[config.mk]
export PLATFORM = sky130hd
export DESIGN_NAME = dma_copy
export DESIGN_NICKNAME = d
export VERILOG_FILES = /design/src/rtl/dma_copy.sv
export SDC_FILE = /design/constraint.sdc
export NUM_CORES = 1
export LEC_CHECK = 0
export CORE_MARGIN = 2
export CORE_UTILIZATION = 48
export DETAILED_ROUTE_END_ITERATION = 10
export GPL_ROUTABILITY_DRIVEN = 0
export GPL_TIMING_DRIVEN = 0
export PLACE_DENSITY = 0.81
export REMOVE_ABC_BUFFERS = 1
export SLEW_MARGIN = 40
export SYNTH_ARGS = -nofsm -noshare
export SYNTH_HDL_FRONTEND = slang
export SYNTH_SLANG_ARGS = --single-unit
[constraint.sdc]
create_clock -name clk -period 4 [get_ports clk]
set_input_delay 1.2 -clock clk [delete_from_list [all_inputs] [get_ports clk]]
set_output_delay 1.2 -clock clk [all_outputs]
set_load 0.1 [all_outputs]
[src/rtl/dma_copy.sv]
// dma_copy: word-copy DMA engine (bus initiator + register responder); define DMA_FILL_EN to add fill mode
module dma_copy #(
   parameter int LEN_WIDTH = 16
) (
   input  logic        clk,
   input  logic        reset_n,
   input  logic [31:0] address_in,
   input  logic        sel_in,
   input  logic        read_in,
   output logic [31:0] read_value_out,
   input  logic [3:0]  write_mask_in,
   input  logic [31:0] write_value_in,
   output logic        ready_out,
   output logic [31:0] address_out,
   output logic        read_out,
   output logic        write_out,
   input  logic [31:0] read_value_in,
   output logic [3:0]  write_mask_out,
   output logic [31:0] write_value_out,
   input  logic        ready_in,
   input  logic        fault_in
);
   typedef enum logic [1:0] {IDLE, RD, WR} state_t;
   state_t state_q, state_d;
   logic [31:0] src_q, dst_q, data_q, fill_val_q;
   logic [LEN_WIDTH-1:0] len_q;
   logic done_q, fault_q, fill_q, fill_start;
   logic [2:0] wsel;
   logic reg_wr, start, last, beat_ok, unused;
   assign wsel    = address_in[4:2];
   assign reg_wr  = sel_in && (|write_mask_in) && state_q == IDLE;
   assign start   = reg_wr && wsel == 3'd3 && write_value_in[0];
   assign last    = len_q == LEN_WIDTH'(1);
   assign beat_ok = ready_in && !fault_in;
   assign ready_out = sel_in;
   assign unused  = ^{address_in[31:5], address_in[1:0], read_in};
`ifdef DMA_FILL_EN
   assign fill_start = write_value_in[3];
   // fill mode flag and fill pattern, programmable only while idle
   always_ff @(posedge clk or negedge reset_n) begin
      if (!reset_n) begin
         fill_q     <= 1'b0;
         fill_val_q <= '0;
      end else if (reg_wr) begin
         if (wsel == 3'd3) fill_q <= write_value_in[3];
         if (wsel == 3'd4) fill_val_q <= write_value_in;
      end
   end
`else
   assign fill_start = 1'b0;
   assign fill_q     = 1'b0;
   assign fill_val_q = '0;
`endif
   // state register
   always_ff @(posedge clk or negedge reset_n) begin
      if (!reset_n) state_q <= IDLE;
      else state_q <= state_d;
   end
   // next state and bus requests, all decoded from the registered state
   always_comb begin
      state_d = state_q;
      case (state_q)
         IDLE: if (start && len_q != '0) state_d = fill_start ? WR : RD;
         RD:   if (ready_in) state_d = fault_in ? IDLE : WR;
         WR:   if (ready_in) state_d = (fault_in || last) ? IDLE : (fill_q ? WR : RD);
         default: state_d = IDLE;
      endcase
      read_out        = state_q == RD;
      write_out       = state_q == WR;
      write_mask_out  = write_out ? 4'hF : 4'h0;
      address_out     = read_out ? src_q : (write_out ? dst_q : 32'h0);
      write_value_out = write_out ? (fill_q ? fill_val_q : data_q) : 32'h0;
   end
   // register file writes, beat bookkeeping and status flags
   always_ff @(posedge clk or negedge reset_n) begin
      if (!reset_n) begin
         src_q   <= '0;
         dst_q   <= '0;
         len_q   <= '0;
         data_q  <= '0;
         done_q  <= 1'b0;
         fault_q <= 1'b0;
      end else begin
         if (reg_wr)
            case (wsel)
               3'd0: src_q <= {write_value_in[31:2], 2'b00};
               3'd1: dst_q <= {write_value_in[31:2], 2'b00};
               3'd2: len_q <= write_value_in[LEN_WIDTH-1:0];
               3'd3: if (write_value_in[0]) begin
                  done_q  <= len_q == '0;
                  fault_q <= 1'b0;
               end
               default: ;
            endcase
         if (state_q == RD && beat_ok) data_q <= read_value_in;
         if (state_q == WR && beat_ok) begin
            if (!fill_q) src_q <= src_q + 32'd4;
            dst_q <= dst_q + 32'd4;
            len_q <= len_q - LEN_WIDTH'(1);
            if (last) done_q <= 1'b1;
         end
         if (state_q != IDLE && ready_in && fault_in) fault_q <= 1'b1;
      end
   end
   // responder read mux, live values at all times
   always_comb begin
      read_value_out = 32'h0;
      if (sel_in)
         case (wsel)
            3'd0: read_value_out = src_q;
            3'd1: read_value_out = dst_q;
            3'd2: read_value_out = 32'(len_q);
            3'd3: read_value_out = {28'h0, fill_q, fault_q, done_q, state_q != IDLE};
            3'd4: read_value_out = fill_val_q;
            default: read_value_out = 32'h0;
         endcase
   end
endmodule

Word level (Yosys, flattened, before mapping) --
Cells that the tools add are included.
Word-level totals: output and inout port bits 103, memories kept 0, bits in registers 116, memory bits (writable) 0, word-level logic and storage cells 79, latch bits 0, memory bits (read-only) 0
Operators by class: add/sub/neg operators 3, eq/ne operators 9, muxes and demuxes 30, order comparisons 0, div/mod/pow operators 0, reductions and logical operators 30, multipliers 0, shift-type cells 0, bitwise operators 0
Operators by type and width (number):
- 32-bit two-way mux | 10
- 32-bit case mux with 4 select lines | 1
- 32-bit by 3-bit adder with 32-bit output, second input constant | 2
- 16-bit two-way mux | 3
- 16-bit by 1-bit == test with 1-bit output, second input constant | 1
- 16-bit zero test | 1
- 16-bit nonzero test | 1
- 2-bit nonzero test | 8
- 16-bit by 1-bit subtractor with 16-bit output, second input constant | 1
- 1-bit logical AND | 10
- 1-bit two-way mux | 10
- 2-bit two-way mux | 4
- 3-bit by 2-bit == test with 1-bit output, second input constant | 2
- 2-bit by 1-bit != test with 1-bit output, second input constant | 3
- 2-bit case mux with 3 select lines | 1
- 2-bit AND reduction | 3
- 3-bit AND reduction | 2
- 4-bit two-way mux | 1
- 4-bit OR reduction | 1
- 3-bit by 1-bit == test with 1-bit output, second input constant | 1
- 3-bit zero test | 1
- 2-bit by 1-bit == test with 1-bit output, second input constant | 1
- 2-bit == test, second input constant | 1
- 2-bit zero test | 1
- other kinds (2) | 2

Longest topological paths before layout --
word-level depth 8, depth in mapped cells 8

Least setup slack after synthesis --
Ideal clock, no wire load.
kind input -> output, start in address_in[2], end out read_value_out[0], stages 4, arrival 6.651 ns, path buffers 2, path slack -3.851 ns, path through clkbuf_1 -> buf_1 -> nor2_1 -> a2111oi_0
On the way: longest elaborated chain between the ends 3
RTL lines:
- from (decl) | RTL line 7 | input logic [31:0] address_in,
- 3-bit by 2-bit == test with 1-bit output (tied with other cells) | RTL line 109 | case (wsel)
- 32-bit case mux with 4 select lines (*) | RTL line 109
- 32-bit two-way mux (*) | RTL line 108 | if (sel_in)
- to (decl) | RTL line 10 | output logic [31:0] read_value_out,
Every way passes the cells marked *; elsewhere a longest branch is shown, timed or not.

Worst setup path after layout --
start in address_in[4], end out read_value_out[20]
Same word-level chain as after synthesis.

==> metrics.csv <==
stage;metric;value;unit
finish;multi-input logic area;4070;µm²
status;status;completed;
clocking;total CTS buffers;9;
synthesis;top-area cell type share of the netlist area;39.3;%
floorplan;die area;15800;µm²
clocking;Max clock buf depth;2;
hold_path;HP Class;flop to flop;
sta;Max Freq;0.257;GHz
synthesis;Synth Flop Type;dfrtp_1;
sta;Max Slew Vio Count;0;
grt;GR Overflow Total;0;
sta;WHS;0.495;ns
drt;Via density;6.24;
finish;Design Area, Final;9040;µm²
place;Place WS;-0.943;ns
sta;Min Clock Period, post-route;3.89;ns
synthesis;synth top area cells;dfrtp_1, nor2_1, mux2_2;
sta;Worst-Margin Slew;0.738;ns
drt;initial drt markers;655;
clocking;TritonCTS clock tree;built;
grt;initial antenna violation count;0;
sta;# setup viols final;0;
setup_path;Setup crit start kind;primary input;
place;placed cell areas;8600;µm²
floorplan;initial core utilization;49.1;%
synthesis;share of the yosys chip area belonging to registers;39.3;%
synthesis;cell area after synthesis;7130;µm²
floorplan;Std-Cell Rows;44;
synthesis;yosys warns;0;
setup_path;Crit. Startpoint;address_in[4];
synthesis;syn avg cell area;8.75;µm²
synthesis;Yosys top cell by area;dfrtp_1;
finish;# diodes;0;
floorplan;Ports;209;
hold_path;worst hold path startpoint;done_q$_DFF_PN0_;
place;Final HPWL DP;15700;µm
setup_path;Crit. End Element;output port;
sta;Slew headroom;50.4;%
setup_path;FF-to-FF Start;state_q[0]$_DFFE_PN0P_;
setup_path;r2r endpoint;len_q[14]$_DFFE_PN0P_;
floorplan;die width;126;µm
hold_path;hold path cells;2;
finish;nets;1059;
drt;WL/cell;19.3;µm
power;Leak;3.89;nW
finish;# fillers;1243;
clocking;CTS root buf;clkbuf_16;
floorplan;Core Region;14500;µm²
synthesis;Synth Instances;815;
drt;DRT antenna net count;0;
synthesis;synth unique cells;62;
grt;vias in the first global route;6590;
grt;first-pass GRT wire length;35200;µm
setup_path;CP Class;primary input to output port;
sta;fin worst setup slack;0.112;ns
drt;drt pass-1 iters;5;
setup_path;CP max FO;17;
grt;largest net degree at the start of global routing;70;
drt;DRC Markers;0;
sta;Final Cycle Share;97.2;%
place;PortBufs;176;
hold_path;Hold Path Sink;done_q$_DFF_PN0_;
clocking;post-CTS setup buffer count;0;
synthesis;Post-synth ARST share;100;%
synthesis;number of flops mapped to enable cells by yosys;0;
setup_path;R2R cell count;5;
sta;RSZ-0062 raised after global routing;no;
finish;Syn-to-layout area delta;26.8;%
sta;Fin. Hold Viols;0;
sta;Clock Skew;0.00741;ns
setup_path;WP data required;2.80;ns
drt;DRT Wirelength;22000;µm
floorplan;height of the die;126;µm
grt;All-Layer GR Usage;27.3;%
setup_path;R2R setup slack;1.02;ns
finish;fin util;62.2;%
drt;DR vias;7094;
finish;storage element area;2800;µm²
run;Max Cap Viol;0;
setup_path;Critical Path AT;2.69;ns
power;PD cells;567;nW/µm²
clocking;H-tree depth;3;
clocking;Clk Latency, worst-skew pair;0.36;ns
power;worst ir drop on vdd;0.000267;V
synthesis;FF+latch count, synth;112;
finish;share of cells above drive strength 1;21.2;%
clocking;Sinks on Clock Net;112;
power;Tot Pwr;5.13;mW
clocking;Worst-path clk slew;0.07;ns
-- critical path, stage by stage --
cell and delay (ns):
clkdlybuf4s50_1 0.47, nand2b_4 0.26, nand2b_4 0.29, nor2_1 0.15, buf_4 0.30
-- power breakdown --
group	internal [mW]	switching [mW]	total (mW)	leakage (nW)
Sequential	1.57	0.538	2.10	1.32
Clock	0.556	0.445	1.00	0.150
Combinational	0.698	1.33	2.02	2.42
-- cell usage after synthesis, drive strengths merged (3+ instances only) --
cell	number
a211oi	18
a21oi	48
a221o	6
a221oi	5
a22o	30
a311o	3
a311oi	11
a31oi	5
and2	34
and3	11
and4	9
buf	22
clkbuf	53
dfrtp	112
ha	5
inv	10
mux2	33
mux2i	34
nand2	56
nand2b	6
nand3	33
nand4	14
nor2	112
nor3	24
nor3b	5
nor4	10
o211ai	8
o21ai	31
o22ai	14
o32ai	5
or2	3
or3	10
or4	6
-- flip-flops by register name, indices dropped and copies added, names as in the netlist --
| name | flops |
|---|---|
| len_q | 16 |
| data_q | 32 |
| fault_q | 1 |
| done_q | 1 |
| src_q | 30 |
| dst_q | 30 |
| state_q | 2 |
-- final cells by class --
class / count / share of cell area, %
clock buffer: 9 / 2.49
timing repair buffer: 196 / 17.4
multi-input combinational: 619 / 45.0
inverter: 10 / 0.415
clock inverter: 7 / 1.13
tap: 184 / 2.55
sequential: 112 / 31.0
-- per-stage QoR --
stage,setup TNS (ns),cells
2_1_floorplan,-696.77,741
3_3_place_gp,-1047.45,1101
3_5_place_dp,-33.13,1121
4_1_cts,0,1137
5_1_grt,0,1137
6_report,0,1137
-- kinds of logic (layout without fill, tap and decap cells) --
group	Yosys count	after routing	share of synthesized area [%]
AO/OA/AOI/OAI	204	204	20.2
AND/OR/NAND/NOR	340	340	24.2
multiplexers	67	67	9.98
buffers and inverters	85	222	5.28
XOR/XNOR	1	1	0.123
adder cells (fa/ha/maj)	5	5	0.877
other	1	2	0.0526
flip-flops	112	112	39.3
-- layout by cell type, fill, tap and decap left out, types with 18 or more instances in the layout --
cell type,instances
clkdlybuf4s50_1,72
o21ai_0,31
a22o_1,30
buf_4,42
mux2i_1,34
and2_1,34
nand2_1,53
nor3_1,21
a211oi_1,18
nor2_1,111
dfrtp_1,112
buf_2,73
nand3_1,33
mux2_2,33
a21oi_1,48
-- layer usage --
| metal | share of wire [%] | wire, µm | vias up | global-route usage (%) |
|---|---|---|---|---|
| met5 | 0 | 0 | - | 0 |
| met4 | 2.7 | 594 | 0 | 9.18 |
| met3 | 7.5 | 1640 | 51 | 5.23 |
| met2 | 47 | 10400 | 324 | 42.1 |
| met1 | 43 | 9360 | 3443 | 38.7 |
| li1 | - | - | 3276 | - |
-- worst max-delay path by stage --
stage                                 end  depth (start not counted)
CTS                  dst_q[6]$_DFFE_PN0P_                          6
floorplan                 address_out[10]                          2
global route            read_value_out[0]                          4
global placement    dst_q[26]$_DFFE_PN0P_                          6
finish                 read_value_out[20]                          5
detailed placement     read_value_out[14]                          6
-- repair_timing --
item | 4_1_cts | 5_1_grt
gates resized for setup | 43 | 2
hold buffers | 0 | 0
endpoints found under the setup margin | 32 | 23
No activity file was read; power rests on OpenSTA's default activity.
